$ cat src/rtl/vr16_reg_arbiter_pkg.sv
// Shared VR16 definitions: datapath widths, register names and arbiter state encodings.
package vr16_reg_arbiter_pkg;

    localparam int WORD_W     = 16;
    localparam int REG_ADDR_W = 2;

    typedef enum logic [REG_ADDR_W-1:0] {
        REG_A = 2'd0,
        REG_B = 2'd1,
        REG_C = 2'd2,
        REG_D = 2'd3
    } vr16_reg_e;

    localparam int STATE_W = 3;

    localparam logic [STATE_W-1:0] ST_IDLE    = 3'd0;
    localparam logic [STATE_W-1:0] ST_CORE_WR = 3'd1;
    localparam logic [STATE_W-1:0] ST_DBG_WR  = 3'd2;
    localparam logic [STATE_W-1:0] ST_DBG_RD0 = 3'd3;
    localparam logic [STATE_W-1:0] ST_DBG_RD1 = 3'd4;

    function automatic logic is_wr_state(input logic [STATE_W-1:0] s);
        return (s == ST_CORE_WR) || (s == ST_DBG_WR);
    endfunction

    function automatic logic is_dbg_state(input logic [STATE_W-1:0] s);
        return (s == ST_DBG_WR) || (s == ST_DBG_RD0) || (s == ST_DBG_RD1);
    endfunction

endpackage

$ cat src/rtl/vr16_sat_counter.sv
// Saturating up-counter with synchronous clear; sat_o flags that the limit has been reached.
module vr16_sat_counter #(
    parameter int          W     = 3,
    parameter int unsigned LIMIT = 4
) (
    input  logic clk,
    input  logic reset,
    input  logic clr_i,
    input  logic inc_i,
    output logic sat_o
);

    logic [W-1:0] count_q, count_d;

    assign sat_o = (count_q == W'(LIMIT));

    always_comb begin
        count_d = count_q;
        if (clr_i) begin
            count_d = '0;
        end else if (inc_i && !sat_o) begin
            count_d = count_q + 1'b1;
        end
    end

    always_ff @(posedge clk or posedge reset) begin
        if (reset) begin
            count_q <= '0;
        end else begin
            count_q <= count_d;
        end
    end

endmodule

$ cat src/rtl/vr16_reg_arbiter.sv
// Arbitrates the VR16 register-file write port and read port one between core writeback
// and a debug host; core has priority until the debug host has waited STARVE_LIMIT cycles.
module vr16_reg_arbiter
    import vr16_reg_arbiter_pkg::*;
#(
    parameter int unsigned STARVE_LIMIT = 4,
    parameter int unsigned TIMEOUT      = 8
) (
    input  logic                  clk,
    input  logic                  reset,
    input  logic                  core_wr_req,
    input  logic [REG_ADDR_W-1:0] core_wr_addr,
    input  logic [WORD_W-1:0]     core_wr_data,
    input  logic [REG_ADDR_W-1:0] core_rd_addr_one,
    input  logic [REG_ADDR_W-1:0] core_rd_addr_two,
    output logic                  core_wr_done,
    output logic                  core_stall,
    input  logic                  dbg_req,
    input  logic                  dbg_we,
    input  logic [REG_ADDR_W-1:0] dbg_addr,
    input  logic [WORD_W-1:0]     dbg_wdata,
    output logic                  dbg_gnt,
    output logic                  dbg_done,
    output logic [WORD_W-1:0]     dbg_rdata,
    output logic                  rf_write_enable,
    output logic [REG_ADDR_W-1:0] rf_store_at,
    output logic [WORD_W-1:0]     rf_write_data,
    output logic [REG_ADDR_W-1:0] rf_read_one,
    output logic [REG_ADDR_W-1:0] rf_read_two,
    input  logic [WORD_W-1:0]     rf_operand_one,
    input  logic                  rf_write_done,
    output logic                  arb_error
);

    localparam int STARVE_W = $clog2(STARVE_LIMIT + 1);
    localparam int TMO_W    = $clog2(TIMEOUT);

    logic [STATE_W-1:0]    state_q, state_d;
    logic                  we_q, we_d;
    logic [REG_ADDR_W-1:0] store_q, store_d;
    logic [WORD_W-1:0]     wdata_q, wdata_d;
    logic [WORD_W-1:0]     rdata_q, rdata_d;
    logic                  cdone_q, cdone_d;
    logic                  ddone_q, ddone_d;
    logic                  err_q, err_d;
    logic                  grant_dbg;
    logic                  starve_sat;
    logic                  tmo_sat;
    logic                  dbg_owns;

    assign dbg_owns = is_dbg_state(state_q);

    vr16_sat_counter #(.W(STARVE_W), .LIMIT(STARVE_LIMIT)) u_starve (
        .clk   (clk),
        .reset (reset),
        .clr_i (!dbg_req || dbg_owns || grant_dbg),
        .inc_i (1'b1),
        .sat_o (starve_sat)
    );

    // Saturates on the TIMEOUT-th cycle in a write state, the last cycle rf_write_done is accepted.
    vr16_sat_counter #(.W(TMO_W), .LIMIT(TIMEOUT - 1)) u_timeout (
        .clk   (clk),
        .reset (reset),
        .clr_i (!is_wr_state(state_q)),
        .inc_i (1'b1),
        .sat_o (tmo_sat)
    );

    always_comb begin
        state_d   = state_q;
        we_d      = 1'b0;
        cdone_d   = 1'b0;
        ddone_d   = 1'b0;
        err_d     = 1'b0;
        store_d   = store_q;
        wdata_d   = wdata_q;
        rdata_d   = rdata_q;
        grant_dbg = 1'b0;
        case (state_q)
            ST_IDLE: begin
                // A done pulse means the requester may still show its old request level.
                if (!(cdone_q || ddone_q)) begin
                    if (core_wr_req && !(dbg_req && starve_sat)) begin
                        state_d = ST_CORE_WR;
                        we_d    = 1'b1;
                        store_d = core_wr_addr;
                        wdata_d = core_wr_data;
                    end else if (dbg_req) begin
                        grant_dbg = 1'b1;
                        if (dbg_we) begin
                            state_d = ST_DBG_WR;
                            we_d    = 1'b1;
                            store_d = dbg_addr;
                            wdata_d = dbg_wdata;
                        end else begin
                            state_d = ST_DBG_RD0;
                        end
                    end
                end
            end
            ST_CORE_WR, ST_DBG_WR: begin
                if (rf_write_done || tmo_sat) begin
                    state_d = ST_IDLE;
                    cdone_d = (state_q == ST_CORE_WR);
                    ddone_d = (state_q == ST_DBG_WR);
                    err_d   = !rf_write_done;
                end
            end
            ST_DBG_RD0: state_d = ST_DBG_RD1;
            ST_DBG_RD1: begin
                rdata_d = rf_operand_one;
                ddone_d = 1'b1;
                state_d = ST_IDLE;
            end
            default: state_d = ST_IDLE;
        endcase
    end

    always_ff @(posedge clk or posedge reset) begin
        if (reset) begin
            state_q <= ST_IDLE;
            we_q    <= 1'b0;
            store_q <= REG_A;
            wdata_q <= '0;
            rdata_q <= '0;
            cdone_q <= 1'b0;
            ddone_q <= 1'b0;
            err_q   <= 1'b0;
        end else begin
            state_q <= state_d;
            we_q    <= we_d;
            store_q <= store_d;
            wdata_q <= wdata_d;
            rdata_q <= rdata_d;
            cdone_q <= cdone_d;
            ddone_q <= ddone_d;
            err_q   <= err_d;
        end
    end

    assign rf_write_enable = we_q;
    assign rf_store_at     = store_q;
    assign rf_write_data   = wdata_q;
    assign core_wr_done    = cdone_q;
    assign dbg_done        = ddone_q;
    assign dbg_rdata       = rdata_q;
    assign arb_error       = err_q;
    assign dbg_gnt         = dbg_owns;
    assign core_stall      = dbg_owns;
    assign rf_read_one     = (state_q == ST_DBG_RD0 || state_q == ST_DBG_RD1) ? dbg_addr
                                                                               : core_rd_addr_one;
    assign rf_read_two     = core_rd_addr_two;

endmodule

$ cat config.mk
export PLATFORM = sky130hd
export DESIGN_NAME = vr16_reg_arbiter
export DESIGN_NICKNAME = d
export VERILOG_FILES = /design/src/rtl/vr16_reg_arbiter_pkg.sv /design/src/rtl/vr16_sat_counter.sv /design/src/rtl/vr16_reg_arbiter.sv
export SDC_FILE = /design/constraint.sdc
export NUM_CORES = 1
export LEC_CHECK = 0
export BUFFER_PORTS_ARGS = -buffer_cell sky130_fd_sc_hd__buf_2
export CAP_MARGIN = 20
export CORE_MARGIN = 5
export CORE_UTILIZATION = 45
export CTS_CLUSTER_DIAMETER = 30
export DETAILED_ROUTE_END_ITERATION = 16
export GPL_TIMING_DRIVEN = 0
export PLACE_DENSITY = 0.78
export SYNTH_ARGS = -nofsm -noshare
export SYNTH_HDL_FRONTEND = slang
export SYNTH_SLANG_ARGS = --single-unit
$ cat constraint.sdc
create_clock -name clk -period 2.2 [get_ports clk]
set_input_delay 0.22 -clock clk [delete_from_list [all_inputs] [get_ports clk]]
set_output_delay 0.22 -clock clk [all_outputs]
set_load 0.02 [all_outputs]
After elaboration in Yosys (flattened, before gate mapping) --
Cells that the tools add are included.
Cells by class: add/sub/neg operators 2, eq/ne operators 11, muxes and demuxes 32, bitwise logic cells 1, reductions and logical operators 19
Operator list (number):
- $mux W16 | 3
- $mux W3 | 8
- $mux W1 | 15
- $eq A3 B3 Y1 const B | 3
- $pmux W3 S3 | 1
- $logic_or A1 B1 Y1 | 8
- $mux W2 | 4
- $add A3 B1 Y3 const B | 2
- $eq A3 B2 Y1 const B | 2
- $ne A2 B2 Y1 const B | 3
- $reduce_and A4 Y1 | 1
- $reduce_bool A2 Y1 | 2
- $eq A3 B1 Y1 const B | 1
- $logic_not A1 Y1 | 3
- $logic_not A3 Y1 | 1
- $ne A3 B3 Y1 const B | 1
- $reduce_and A3 Y1 | 1
- $logic_and A1 B1 Y1 | 2
- $ne A2 B1 Y1 const B | 1
- $pmux W1 S2 | 1
- $reduce_or A2 Y1 | 1
- $not A1 Y1 | 1
Storage, ports and cells: flip-flop bits (word level) 47, input port bits 62, output and inout port bits 44

Logic depth before layout (Yosys ltp) --
Gate-level depths: netlist of the first run.
depth in word-level cells 9, mapped depth 7, gate-level depth less buffers 6

Hierarchy --
A second synthesis of the first run with hierarchy kept.
Unflattened totals: cells, all modules 167, area, all modules 2284.7 um2
Modules (own cells, without submodules):
- vr16_reg_arbiter | instances 1, cells an instance 132, area an instance 1900.6 um2, sequential area each 1026.0 um2
- vr16_sat_counter (u_starve) | instances 1, cells an instance 19, area an instance 196.4 um2, sequential area each 75.1 um2
- vr16_sat_counter (u_timeout) | instances 1, cells an instance 16, area an instance 187.7 um2, sequential area each 75.1 um2

Worst setup path before layout of the first run --
OpenSTA, ideal clock, no wires.
path type flip-flop to output port, start reg state_q[0], end out rf_read_one[0], arrival time 1.387 ns, setup slack 0.593 ns, stages on the path, launching flop included 5, buffers on the path 1, cells stage by stage dfrtp_1 > buf_2 > nor3b_4 > or2_1 > mux2_2
On the way: cells in the longest elaborated chain, start to end 3
Ends and longest elaborated chain:
- start, declared | line vr16_reg_arbiter.sv:38 | logic [STATE_W-1:0] state_q, state_d;
- start signal, assigned | line vr16_reg_arbiter.sv:131 | state_q <= state_d;
- $eq A3 B2 Y1 / $eq A3 B3 Y1 (equally long branches) | line vr16_reg_arbiter.sv:151 | assign rf_read_one = (state_q == ST_DBG_RD0 || state_q == ST_DBG_RD1) ? dbg_addr
- $logic_or A1 B1 Y1 (*) | line vr16_reg_arbiter.sv:151
- $mux W2 (*) | line vr16_reg_arbiter.sv:151
- end, declared | line vr16_reg_arbiter.sv:28 | output logic [REG_ADDR_W-1:0] rf_read_one,
Mark *: on every way between the ends. The rest lies on a longest branch, timed or not.

Worst setup path after layout of the first run --
start reg state_q[1], end out rf_read_one[0]
The elaborated chain is that of the path after synthesis.

==> metrics.json, run 1 <==
{
  "outcome": "finished clean",
  "ys_seq_area_share_pct": 52.1,
  "power_leakage_nw": 1.52,
  "antenna-diode-count": 0,
  "floorplan.die_area_um2": 6530,
  "synth-edff-count": 0,
  "worst_path_dominant_cell_family": "simple AND/OR/NAND/NOR gates",
  "floorplan.die.height_um": 80.8,
  "number_of_distinct_library_cell_variants_in_the_gate_level_netlist_after_synthesis": 31,
  "dp_hpwl_um": 4000,
  "max-vdd-ir-drop_v": 0.000813,
  "yosys_register_bits": 47,
  "ant_nets": 0,
  "ys_async_sr_fraction_pct": 100,
  "first_iter_violations": 95,
  "die_x_um": 80.8,
  "clock_root_cell": "sky130_fd_sc_hd__clkbuf_8",
  "worst_slew_pin_slew_ns": 0.475,
  "critical_path.cell_chain": "nor2b_1 -> and2_1 -> or2_1 -> mux2_2 -> buf_2",
  "worst_setup_path_start_kind": "flip-flop",
  "areaGrowthSynthToFinish_pct": 31.6,
  "grt_pass1_wl_um": 8510,
  "clock_h_tree_levels": 2,
  "synth.yosys.warnings": 0,
  "worst_slack_at_placement_ns": 0.292,
  "biggest_cell_delay_along_the_critical_path_ns": 0.47,
  "period_minus_slack_ns": 2.02,
  "drc_errors": 0,
  "critical_path_required_ns": 1.98,
  "final.period_utilization_pct": 91.9,
  "tritoncts": "done",
  "syn-num-nets": 249,
  "crit_slowest_cell": "sky130_fd_sc_hd__dfrtp_1",
  "grt_pass1_vias": 1833,
  "fp.coreArea_um2": 4790,
  "placement.io_buffers": 102,
  "grt_max_degree": 34,
  "drt-wirelength-per-cell_um": 14.2,
  "count_of_boundary_i_o_pins": 106,
  "grt_use_total_pct": 16.6,
  "power-per-cell-area_nw_per_um2": 1270,
  "fill_cells": 405,
  "cp-end-kind": "primary output",
  "via_count": 1757,
  "rows": 25,
  "fmaxAchievable_mhz": 494,
  "postSynth.topFlopCell": "sky130_fd_sc_hd__dfrtp_1",
  "antenna_found_initial": 0,
  "insertion_delay_ns": 0.29,
  "totalNegativeSetupSlack_ns": 0,
  "maximum_fanout_along_the_worst_path": 6,
  "cts_max_path_buffers": 2,
  "drive_gt1_share_pct": 48.6,
  "worst-setup-path-type": "flip-flop to primary output",
  "slew_violations": 0,
  "routabilityCongestion": 0.775,
  "final_critical_path_setup_slack_ns": 0.177,
  "timing.critical_path.arrival_ns": 1.80,
  "power.total_mw": 3.78,
  "total_overflow_reported_by_the_global_router": 0,
  "synth_area_um2": 2260,
  "tritoncts_num_sinks": 47,
  "hold_path_class": "input pin to flip-flop",
  "area_taken_by_multi_input_logic_gates_um2": 990,
  "nets": 361,
  "layout.area.seq_um2": 1180,
  "drt_wl_total_um": 5150,
  "critical_path_buf_inv_count": 1,
  "finalHoldViolCount": 0,
  "viasPerCell": 4.84,
  "setup_violations": 0,
  "unrepaired_setup_endpoints_after_global_routing": "no",
  "cts_buffer_count": 5,
  "count_of_mapped_cells_out_of_synthesis": 183,
  "initial_utilization_pct": 47.1,
  "final.setup_skew_ns": 0.00380,
  "worst_slew_margin_rel_pct": 68.4,
  "drt_pass1_iterations": 4,
  "drv.max_cap_violation_count": 0,
  "clk_pin_slew_ns": 0.08,
  "average_footprint_of_a_synthesized_cell_um2": 12.3
}
Yosys cell counts (all sizes together) (2+ instances only):
cell     number  share of area, %
clkbuf        3              0.50
inv           4              0.67
nor3          2               1.2
nand2         8               1.3
mux2i        20               8.9
a2bb2oi      18               7.0
nor2         11               1.9
or2           2              0.55
nand2b       20               5.5
nor3b         2               1.2
xor2          2              0.78
ha            4               2.2
a21oi         3               1.2
buf           9               2.8
mux2         18               9.0
o21ai         3              0.83
dfrtp        47                52
registers in the layout, summed over array words and instances, names as in the netlist:
name and flops:
state_q 3, dbg_rdata 16, dbg_done 1, rf_write_enable 1, rf_store_at 2, u_starve.count_q 3, rf_write_data 16, core_wr_done 1
arb_error 1, u_timeout.count_q 3
cell families after synthesis:
| group | share of synthesized area (%) |
|---|---|
| adders and majority gates | 2.22 |
| buffers and inverters | 3.99 |
| DFF | 52.1 |
| xor gates and xnor gates | 1.16 |
| AOI/OAI and AO/OA | 9.87 |
| muxes | 17.9 |
| and+or+nand+nor | 12.8 |
power by group:
part	switching, mW	total, mW	internal, mW
clock network	0.265	0.488	0.223
registers	0.197	1.43	1.23
logic	1.06	1.86	0.806
metrics by stage:
step	util, %	hold slack [ns]	cell area (um2)	instances
after floorplan	-	0.290	2260	183
after global placement	59.6	0.417	2850	352
after global routing	62.0	0.110	2970	363
after CTS	62.0	0.0997	2970	363
final	62.0	0.109	2970	363
after detailed placement	60.0	0.208	2870	353
area by class of cell:
| type | instances | share of cell area [%] |
|---|---|---|
| flip-flops and latches | 47 | 39.6 |
| multi-input cells | 120 | 33.3 |
| repair buffers | 105 | 18.5 |
| well taps | 67 | 2.82 |
| clock buffers | 7 | 2.57 |
| plain buffers | 12 | 2.53 |
| inverters | 4 | 0.506 |
| clock inverters | 1 | 0.169 |
cell usage in the layout (no fill, tap or decap), types with 2 or more instances in the layout:
master,instances
sky130_fd_sc_hd__a21oi_1,2
sky130_fd_sc_hd__nand2_1,8
sky130_fd_sc_hd__nand2b_1,20
sky130_fd_sc_hd__clkbuf_1,5
sky130_fd_sc_hd__xor2_1,2
sky130_fd_sc_hd__clkbuf_8,5
sky130_fd_sc_hd__mux2_2,18
sky130_fd_sc_hd__dfrtp_1,47
sky130_fd_sc_hd__or2_1,2
sky130_fd_sc_hd__buf_2,105
sky130_fd_sc_hd__mux2i_1,20
sky130_fd_sc_hd__a2bb2oi_1,18
sky130_fd_sc_hd__inv_1,3
sky130_fd_sc_hd__buf_4,6
sky130_fd_sc_hd__ha_1,4
sky130_fd_sc_hd__o21ai_0,2
sky130_fd_sc_hd__nor2_1,10
path summary, 6_finish.rpt:
path                                                 start                            end  slack (ns)  depth (start not counted)
max                                 state_q[1]$_DFFE_PP0P_                 rf_read_one[0]        0.18                          5
max reg2reg                u_starve.count_q[0]$_DFFE_PP0P_  rf_write_data[12]$_DFFE_PP0P_        0.36                          7
min reg2reg                       dbg_rdata[8]$_DFFE_PP0P_       dbg_rdata[8]$_DFFE_PP0P_        0.50                          1
max in group asynchronous                            reset   rf_write_data[2]$_DFFE_PP0P_        1.29                          4
min in group asynchronous                            reset       dbg_rdata[5]$_DFFE_PP0P_        0.44                          3
min                                          rf_write_done            arb_error$_DFF_PP0_        0.11                          2
timing repair:
item / CTS / global route
endpoints found under the hold margin: 14 / 0
setup buffers: 1 / 0
setup endpoints to repair: 2 / 0
resized for setup: 0 / 0
hold buffers: 1 / 0
metal layers:
metal / vias to the layer above / GRT usage [%] / share of wire [%]
met5: - / 0 / 0
met4: 0 / 4.05 / 0.47
met3: 2 / 6.54 / 11
met2: 75 / 26.3 / 46
met1: 823 / 21.5 / 43
li1: 857 / - / -
Note: power is estimated with default switching activity, not from simulation.
==> inputs of run 2 (changes only) <==
Settings changed: CAP_MARGIN 20 to not set, RECOVER_POWER set to 100.
==> metrics.json, run 2 (synthesis gave the netlist of run 1 again) <==
{
  "outcome": {"value": "finished clean", "change": "unchanged"},
  "routabilityCongestion": {"value": 0.775, "change": "unchanged"},
  "cts_max_path_buffers": {"value": 2, "change": "unchanged"},
  "final.setup_skew": {"value": 0.00504, "unit": "ns", "change": "was 0.00380 ns"},
  "drc_errors": {"value": 0, "change": "unchanged"},
  "seq_power_share": {"value": 39.1, "unit": "%", "change": "was 37.8%"},
  "clock_h_tree_levels": {"value": 2, "change": "unchanged"},
  "worst_setup_path_start_kind": {"value": "flip-flop", "change": "unchanged"},
  "fin_cells": {"value": 363, "change": "unchanged"},
  "mostFrequentLayoutCell": {"value": "sky130_fd_sc_hd__buf_2", "change": "unchanged"},
  "power-per-cell-area": {"value": 1270, "unit": "nW/um2", "change": "about the same"},
  "period_minus_slack": {"value": 2.07, "unit": "ns", "change": "was 2.02 ns"},
  "finalHoldViolCount": {"value": 0, "change": "unchanged"},
  "post_layout_inst_area": {"value": 2880, "unit": "um2", "change": "was 2970 um2"},
  "grt_pass1_wl": {"value": 8510, "unit": "um", "change": "unchanged"},
  "grt_max_degree": {"value": 34, "change": "unchanged"},
  "power.total": {"value": 3.67, "unit": "mW", "change": "was 3.78 mW"},
  "unrepaired_setup_endpoints_after_global_routing": {"value": "no", "change": "unchanged"},
  "post_dp_cell_area": {"value": 2870, "unit": "um2", "change": "unchanged"},
  "setup_violations": {"value": 0, "change": "unchanged"},
  "clk_pin_slew": {"value": 0.08, "unit": "ns", "change": "about the same"},
  "rows": {"value": 25, "change": "unchanged"},
  "clock_root_cell": {"value": "sky130_fd_sc_hd__clkbuf_8", "change": "unchanged"},
  "die_x": {"value": 80.8, "unit": "um", "change": "unchanged"},
  "insertion_delay": {"value": 0.29, "unit": "ns", "change": "about the same"},
  "tritoncts_num_sinks": {"value": 47, "change": "unchanged"},
  "totalNegativeSetupSlack": {"value": 0, "unit": "ns", "change": "unchanged"},
  "total_overflow_reported_by_the_global_router": {"value": 0, "change": "unchanged"},
  "antenna-diode-count": {"value": 0, "change": "unchanged"},
  "worst_slew_margin_rel": {"value": 47.0, "unit": "%", "change": "was 68.4%"},
  "fin_util": {"value": 60.2, "unit": "%", "change": "was 62.0%"},
  "drv.max_cap_violation_count": {"value": 0, "change": "unchanged"},
  "power_share_of_the_clock_group": {"value": 13.3, "unit": "%", "change": "was 12.9%"},
  "worst_slack_at_placement": {"value": 0.292, "unit": "ns", "change": "unchanged"},
  "cp-end-kind": {"value": "primary output", "change": "unchanged"},
  "grt_pass1_vias": {"value": 1833, "change": "unchanged"},
  "ant_nets": {"value": 0, "change": "unchanged"},
  "drive_gt1_share": {"value": 33.4, "unit": "%", "change": "was 48.6%"},
  "timing.critical_path.arrival": {"value": 1.85, "unit": "ns", "change": "was 1.80 ns"},
  "worst-setup-path-type": {"value": "flip-flop to primary output", "change": "unchanged"},
  "switching_part_of_the_total_power": {"value": 41.2, "unit": "%", "change": "was 40.2%"},
  "viasPerCell": {"value": 4.85, "change": "was 4.84"},
  "cellInternalPower": {"value": 2.15, "unit": "mW", "change": "was 2.26 mW"},
  "nets": {"value": 361, "change": "unchanged"},
  "initial_utilization": {"value": 47.1, "unit": "%", "change": "unchanged"},
  "slew_violations": {"value": 0, "change": "unchanged"},
  "worst_slew_pin_slew": {"value": 0.795, "unit": "ns", "change": "was 0.475 ns"},
  "antenna_found_initial": {"value": 0, "change": "unchanged"},
  "drt_wl_total": {"value": 5140, "unit": "um", "change": "was 5150 um"},
  "cts-resized-gates": {"value": 0, "change": "unchanged"},
  "first_iter_violations": {"value": 108, "change": "was 95"},
  "max-vdd-ir-drop": {"value": 0.000754, "unit": "V", "change": "was 0.000813 V"},
  "cts_buffer_count": {"value": 5, "change": "unchanged"},
  "hold_slack": {"value": 0.107, "unit": "ns", "change": "was 0.109 ns"},
  "dp_hpwl": {"value": 4000, "unit": "um", "change": "unchanged"},
  "fmaxAchievable": {"value": 482, "unit": "MHz", "change": "was 494 MHz"},
  "floorplan.die_area": {"value": 6530, "unit": "um2", "change": "unchanged"},
  "tritoncts": {"value": "done", "change": "unchanged"},
  "via_count": {"value": 1759, "change": "was 1,757"},
  "grt_use_total": {"value": 16.6, "unit": "%", "change": "unchanged"},
  "critical_path_required": {"value": 1.98, "unit": "ns", "change": "about the same"},
  "areaGrowthSynthToFinish": {"value": 27.6, "unit": "%", "change": "was 31.6%"},
  "dpl.cell_count": {"value": 353, "change": "unchanged"},
  "combinational_share_of_power": {"value": 47.6, "unit": "%", "change": "was 49.3%"},
  "final_critical_path_setup_slack": {"value": 0.125, "unit": "ns", "change": "was 0.177 ns"},
  "power_leakage": {"value": 1.38, "unit": "nW", "change": "was 1.52 nW"},
  "fp.coreArea": {"value": 4790, "unit": "um2", "change": "unchanged"},
  "drt-wirelength-per-cell": {"value": 14.2, "unit": "um", "change": "about the same"},
  "drt_pass1_iterations": {"value": 4, "change": "unchanged"},
  "final.period_utilization": {"value": 94.3, "unit": "%", "change": "was 91.9%"},
  "count_of_boundary_i_o_pins": {"value": 106, "change": "unchanged"},
  "maximum_fanout_along_the_worst_path": {"value": 7, "change": "was 6"},
  "hold_path_class": {"value": "input pin to flip-flop", "change": "unchanged"},
  "total_switching_power": {"value": 1.51, "unit": "mW", "change": "was 1.52 mW"},
  "layout.cells.most_common_list": {"value": "60 x sky130_fd_sc_hd__buf_2, 47 x sky130_fd_sc_hd__clkbuf_1, 47 x sky130_fd_sc_hd__dfrtp_1", "change": "was 105 x sky130_fd_sc_hd__buf_2, 47 x sky130_fd_sc_hd__dfrtp_1, 20 x sky130_fd_sc_hd__nand2b_1, 20 x sky130_fd_sc_hd__mux2i_1"},
  "placement.io_buffers": {"value": 102, "change": "unchanged"},
  "floorplan.die.height": {"value": 80.8, "unit": "um", "change": "unchanged"}
}
[run 2: cell count changes in the layout (fill, tap and decap cells not counted), moves of 2 or more]
cell                       change
sky130_fd_sc_hd__buf_2        -45
sky130_fd_sc_hd__clkbuf_1     +42
sky130_fd_sc_hd__or2_1         -2
sky130_fd_sc_hd__clkbuf_2      +5
sky130_fd_sc_hd__or2_0         +2
[run 2: metal layers]
layer	vias up	track usage [%]	routed length, um	part of all wire, %
met5	-	0	0	0
met4	0	4.05	24	0.47
met3	2	6.54	540	11
met2	75	26.3	2370	46
met1	822	21.5	2210	43
li1	860	-	-	-
[run 2: final cells by class]
type                            instances  area [um2]
Buffer                                 12        71.3
Clock buffer                            7        76.3
Clock inverter                          1        5.00
Fill cell                             434        1910
Inverter                                4        15.0
Multi-Input combinational cell        120         970
Sequential cell                        47        1180
Tap cell                               67        83.8
Timing Repair Buffer                  105         482
[run 2: worst max-delay path, stage by stage, from the launching register on]
cell and delay, ns:
sky130_fd_sc_hd__dfrtp_1 0.36, sky130_fd_sc_hd__buf_2 0.16, sky130_fd_sc_hd__nor3b_1 0.28, sky130_fd_sc_hd__or2_0 0.25, sky130_fd_sc_hd__mux2_2 0.35, sky130_fd_sc_hd__clkbuf_2 0.16
[run 2: power groups by stage]
stage | clock (mW) | sequential (mW) | combinational (mW)
after floorplan | 0 | 1.83 | 0.899
after global placement | 0 | 1.43 | 1.84
after detailed placement | 0 | 1.44 | 1.89
after CTS | 0.508 | 1.44 | 1.90
after global routing | 0.542 | 1.49 | 1.91
final | 0.488 | 1.43 | 1.74
[run 2: worst paths after layout]
path / end / slack (ns) / start / cells after the start
min: arb_error$_DFF_PP0_ / 0.11 / rf_write_done / 2
max in group asynchronous: u_starve.count_q[2]$_DFFE_PP0P_ / 0.52 / reset / 4
min in group asynchronous: dbg_rdata[15]$_DFFE_PP0P_ / 0.52 / reset / 3
max reg2reg: rf_store_at[0]$_DFFE_PP0P_ / 0.20 / state_q[0]$_DFFE_PP0P_ / 6
max: rf_read_one[0] / 0.13 / state_q[0]$_DFFE_PP0P_ / 5
min reg2reg: dbg_rdata[8]$_DFFE_PP0P_ / 0.51 / dbg_rdata[8]$_DFFE_PP0P_ / 1
[run 2: timing repair]
action                                  in CTS  in global routing
endpoints found under the hold margin       14                  0
endpoints found under the setup margin       2                  0
hold buffers                                 1                  0
buffers inserted                             1                  0
==> inputs of run 3 (changes only) <==
Settings changed: CORE_UTILIZATION 45 to 42, PLACE_DENSITY 0.78 to 0.76.
Clock period 2.2 ns to 1.9 ns, I/O delays scaled along.
==> metrics.json, run 3 (synthesis gave the netlist of run 1 again) <==
{
  "outcome": {"value": "finished clean", "change": "unchanged"},
  "floorplan.die_area": {"value": 6940, "unit": "um2", "change": "was 6530 um2"},
  "rows": {"value": 26, "change": "was 25"},
  "clock_h_tree_levels": {"value": 2, "change": "unchanged"},
  "drive_gt1_share": {"value": 37.2, "unit": "%", "change": "was 33.4%"},
  "worst_slew_margin_rel": {"value": 68.0, "unit": "%", "change": "was 47.0%"},
  "via_count": {"value": 1820, "change": "was 1,759"},
  "cts_max_path_buffers": {"value": 2, "change": "unchanged"},
  "final.period_utilization_pct": 99.0,
  "ant_nets": {"value": 0, "change": "unchanged"},
  "unrepaired_setup_endpoints_after_global_routing": {"value": "yes", "change": "was no"},
  "drt-wirelength-per-cell": {"value": 14.9, "unit": "um", "change": "was 14.2 um"},
  "count_of_boundary_i_o_pins": {"value": 106, "change": "unchanged"},
  "slew_violations": {"value": 0, "change": "unchanged"},
  "routabilityCongestion": {"value": 0.767, "change": "was 0.775"},
  "drt_wl_total": {"value": 5540, "unit": "um", "change": "was 5140 um"},
  "fmaxAchievable_mhz": 532,
  "maximum_fanout_along_the_worst_path": {"value": 8, "change": "was 7"},
  "period_minus_slack_ns": 1.88,
  "finalHoldViolCount": {"value": 0, "change": "unchanged"},
  "worst_slew_pin_slew": {"value": 0.480, "unit": "ns", "change": "was 0.795 ns"},
  "setup_violations": {"value": 0, "change": "unchanged"},
  "grt_pass1_vias": {"value": 1946, "change": "was 1,833"},
  "clk_pin_slew": {"value": 0.09, "unit": "ns", "change": "was 0.08 ns"},
  "final_critical_path_setup_slack": {"value": 0.0187, "unit": "ns", "change": "was 0.125 ns"},
  "totalNegativeSetupSlack": {"value": 0, "unit": "ns", "change": "unchanged"},
  "areaGrowthSynthToFinish": {"value": 35.3, "unit": "%", "change": "was 27.6%"},
  "cts_buffer_count": {"value": 5, "change": "unchanged"},
  "grt_use_total": {"value": 16.1, "unit": "%", "change": "was 16.6%"},
  "power.total": {"value": 4.72, "unit": "mW", "change": "was 3.67 mW"},
  "power-per-cell-area": {"value": 1550, "unit": "nW/um2", "change": "was 1270 nW/um2"},
  "fin_util": {"value": 59.0, "unit": "%", "change": "was 60.2%"},
  "tritoncts": {"value": "done", "change": "unchanged"},
  "cp-end-kind": {"value": "primary output", "change": "unchanged"},
  "worst_setup_path_start_kind": {"value": "flip-flop", "change": "unchanged"},
  "dp_hpwl": {"value": 4270, "unit": "um", "change": "was 4000 um"},
  "hold_path_class": {"value": "input pin to flip-flop", "change": "unchanged"},
  "antenna_found_initial": {"value": 0, "change": "unchanged"},
  "insertion_delay": {"value": 0.30, "unit": "ns", "change": "was 0.29 ns"},
  "floorplan.die.height": {"value": 83.3, "unit": "um", "change": "was 80.8 um"},
  "grt_max_degree": {"value": 38, "change": "was 34"},
  "max-vdd-ir-drop": {"value": 0.000841, "unit": "V", "change": "was 0.000754 V"},
  "grt_pass1_wl": {"value": 9080, "unit": "um", "change": "was 8510 um"},
  "antenna-diode-count": {"value": 0, "change": "unchanged"},
  "worst_slack_at_placement": {"value": -0.0262, "unit": "ns", "change": "was 0.292 ns"},
  "drt_pass1_iterations": {"value": 4, "change": "unchanged"},
  "hold_slack": {"value": 0.0640, "unit": "ns", "change": "was 0.107 ns"},
  "critical_path_required": {"value": 1.71, "unit": "ns", "change": "was 1.98 ns"},
  "nets": {"value": 366, "change": "was 361"},
  "mostFrequentLayoutCell": {"value": "sky130_fd_sc_hd__buf_2", "change": "unchanged"},
  "placement.io_buffers": {"value": 102, "change": "unchanged"},
  "clock_root_cell": {"value": "sky130_fd_sc_hd__clkbuf_8", "change": "unchanged"},
  "worst-setup-path-type": {"value": "flip-flop to primary output", "change": "unchanged"},
  "drv.max_cap_violation_count": {"value": 0, "change": "unchanged"},
  "power_leakage": {"value": 1.46, "unit": "nW", "change": "was 1.38 nW"},
  "initial_utilization": {"value": 43.6, "unit": "%", "change": "was 47.1%"},
  "drc_errors": {"value": 0, "change": "unchanged"},
  "first_iter_violations": {"value": 40, "change": "was 108"},
  "fp.coreArea": {"value": 5170, "unit": "um2", "change": "was 4790 um2"},
  "tritoncts_num_sinks": {"value": 47, "change": "unchanged"},
  "fill_cells": {"value": 461, "change": "was 434"},
  "timing.critical_path.arrival": {"value": 1.69, "unit": "ns", "change": "was 1.85 ns"},
  "total_overflow_reported_by_the_global_router": {"value": 0, "change": "unchanged"},
  "final.setup_skew": {"value": 0.0128, "unit": "ns", "change": "was 0.00504 ns"},
  "viasPerCell": {"value": 4.91, "change": "was 4.85"},
  "die_x": {"value": 83.3, "unit": "um", "change": "was 80.8 um"},
  "layout.cells.most_common_list": {"value": "62 x sky130_fd_sc_hd__buf_2, 46 x sky130_fd_sc_hd__dfrtp_1, 44 x sky130_fd_sc_hd__clkbuf_1", "change": "was 60 x sky130_fd_sc_hd__buf_2, 47 x sky130_fd_sc_hd__clkbuf_1, 47 x sky130_fd_sc_hd__dfrtp_1"}
}
run 3: changes by cell type in the layout (fill, tap and decap cells not counted), moves of 3 or more:
| cell | before | now |
|---|---|---|
| sky130_fd_sc_hd__buf_4 | 5 | 10 |
| sky130_fd_sc_hd__clkbuf_1 | 47 | 44 |
| sky130_fd_sc_hd__clkbuf_2 | 5 | 0 |
| sky130_fd_sc_hd__buf_6 | 1 | 5 |
run 3: area by class of cell:
cell class                      count  area, um2  area share, %
Inverter                            4       15.0          0.492
Buffer                             12       91.3           2.99
Timing Repair Buffer              110        542           17.8
Tap cell                           70       87.6           2.87
Sequential cell                    47       1180           38.6
Clock inverter                      2       60.1           1.97
Clock buffer                        6       72.6           2.38
Multi-Input combinational cell    120       1010           33.0
run 3: where the power goes:
part	total (mW)	leakage [nW]	internal [mW]	switching [mW]
Sequential	1.67	0.567	1.43	0.240
Clock	0.855	0.0654	0.526	0.329
Combinational	2.20	0.831	0.926	1.27
run 3: what timing repair did:
item,CTS,global route
resized for setup,10,6
hold buffers,1,0
pin swaps,3,0
buffers inserted,4,2
endpoints found under the hold margin,10,0
setup endpoints to repair,3,23
run 3: worst max-delay path: stages (launching register included):
cell and delay (ns):
sky130_fd_sc_hd__dfrtp_2 0.42, sky130_fd_sc_hd__buf_4 0.15, sky130_fd_sc_hd__nor3b_4 0.18, sky130_fd_sc_hd__buf_4 0.20, sky130_fd_sc_hd__or2_1 0.17, sky130_fd_sc_hd__buf_4 0.12, sky130_fd_sc_hd__buf_2 0.15
run 3: final timing paths:
kind | start | end | slack (ns) | depth (start not counted)
worst max-delay path | state_q[1]$_DFFE_PP0P_ | dbg_gnt | 0.02 | 6
worst min-delay path | rf_write_done | arb_error$_DFF_PP0_ | 0.06 | 2
worst max register to register | u_starve.count_q[0]$_DFFE_PP0P_ | rf_write_data[4]$_DFFE_PP0P_ | 0.12 | 7
worst min register to register | dbg_rdata[4]$_DFFE_PP0P_ | dbg_rdata[4]$_DFFE_PP0P_ | 0.51 | 1
max in group asynchronous | reset | rf_write_data[10]$_DFFE_PP0P_ | 0.90 | 4
min in group asynchronous | reset | dbg_rdata[0]$_DFFE_PP0P_ | 0.45 | 3
run 3: per-layer routing:
metal	global-route usage, %	wire length (um)	vias up
li1	-	-	869
met1	19.0	2290	866
met2	26.5	2660	80
met3	7.43	551	5
met4	4.31	36	0
met5	0	0	-
run 3: stage by stage:
step,instance area [um2],std cells
floorplan,2260,183
global placement,2850,355
detailed placement,2870,356
CTS,3080,369
global route,3050,371
finish,3050,371
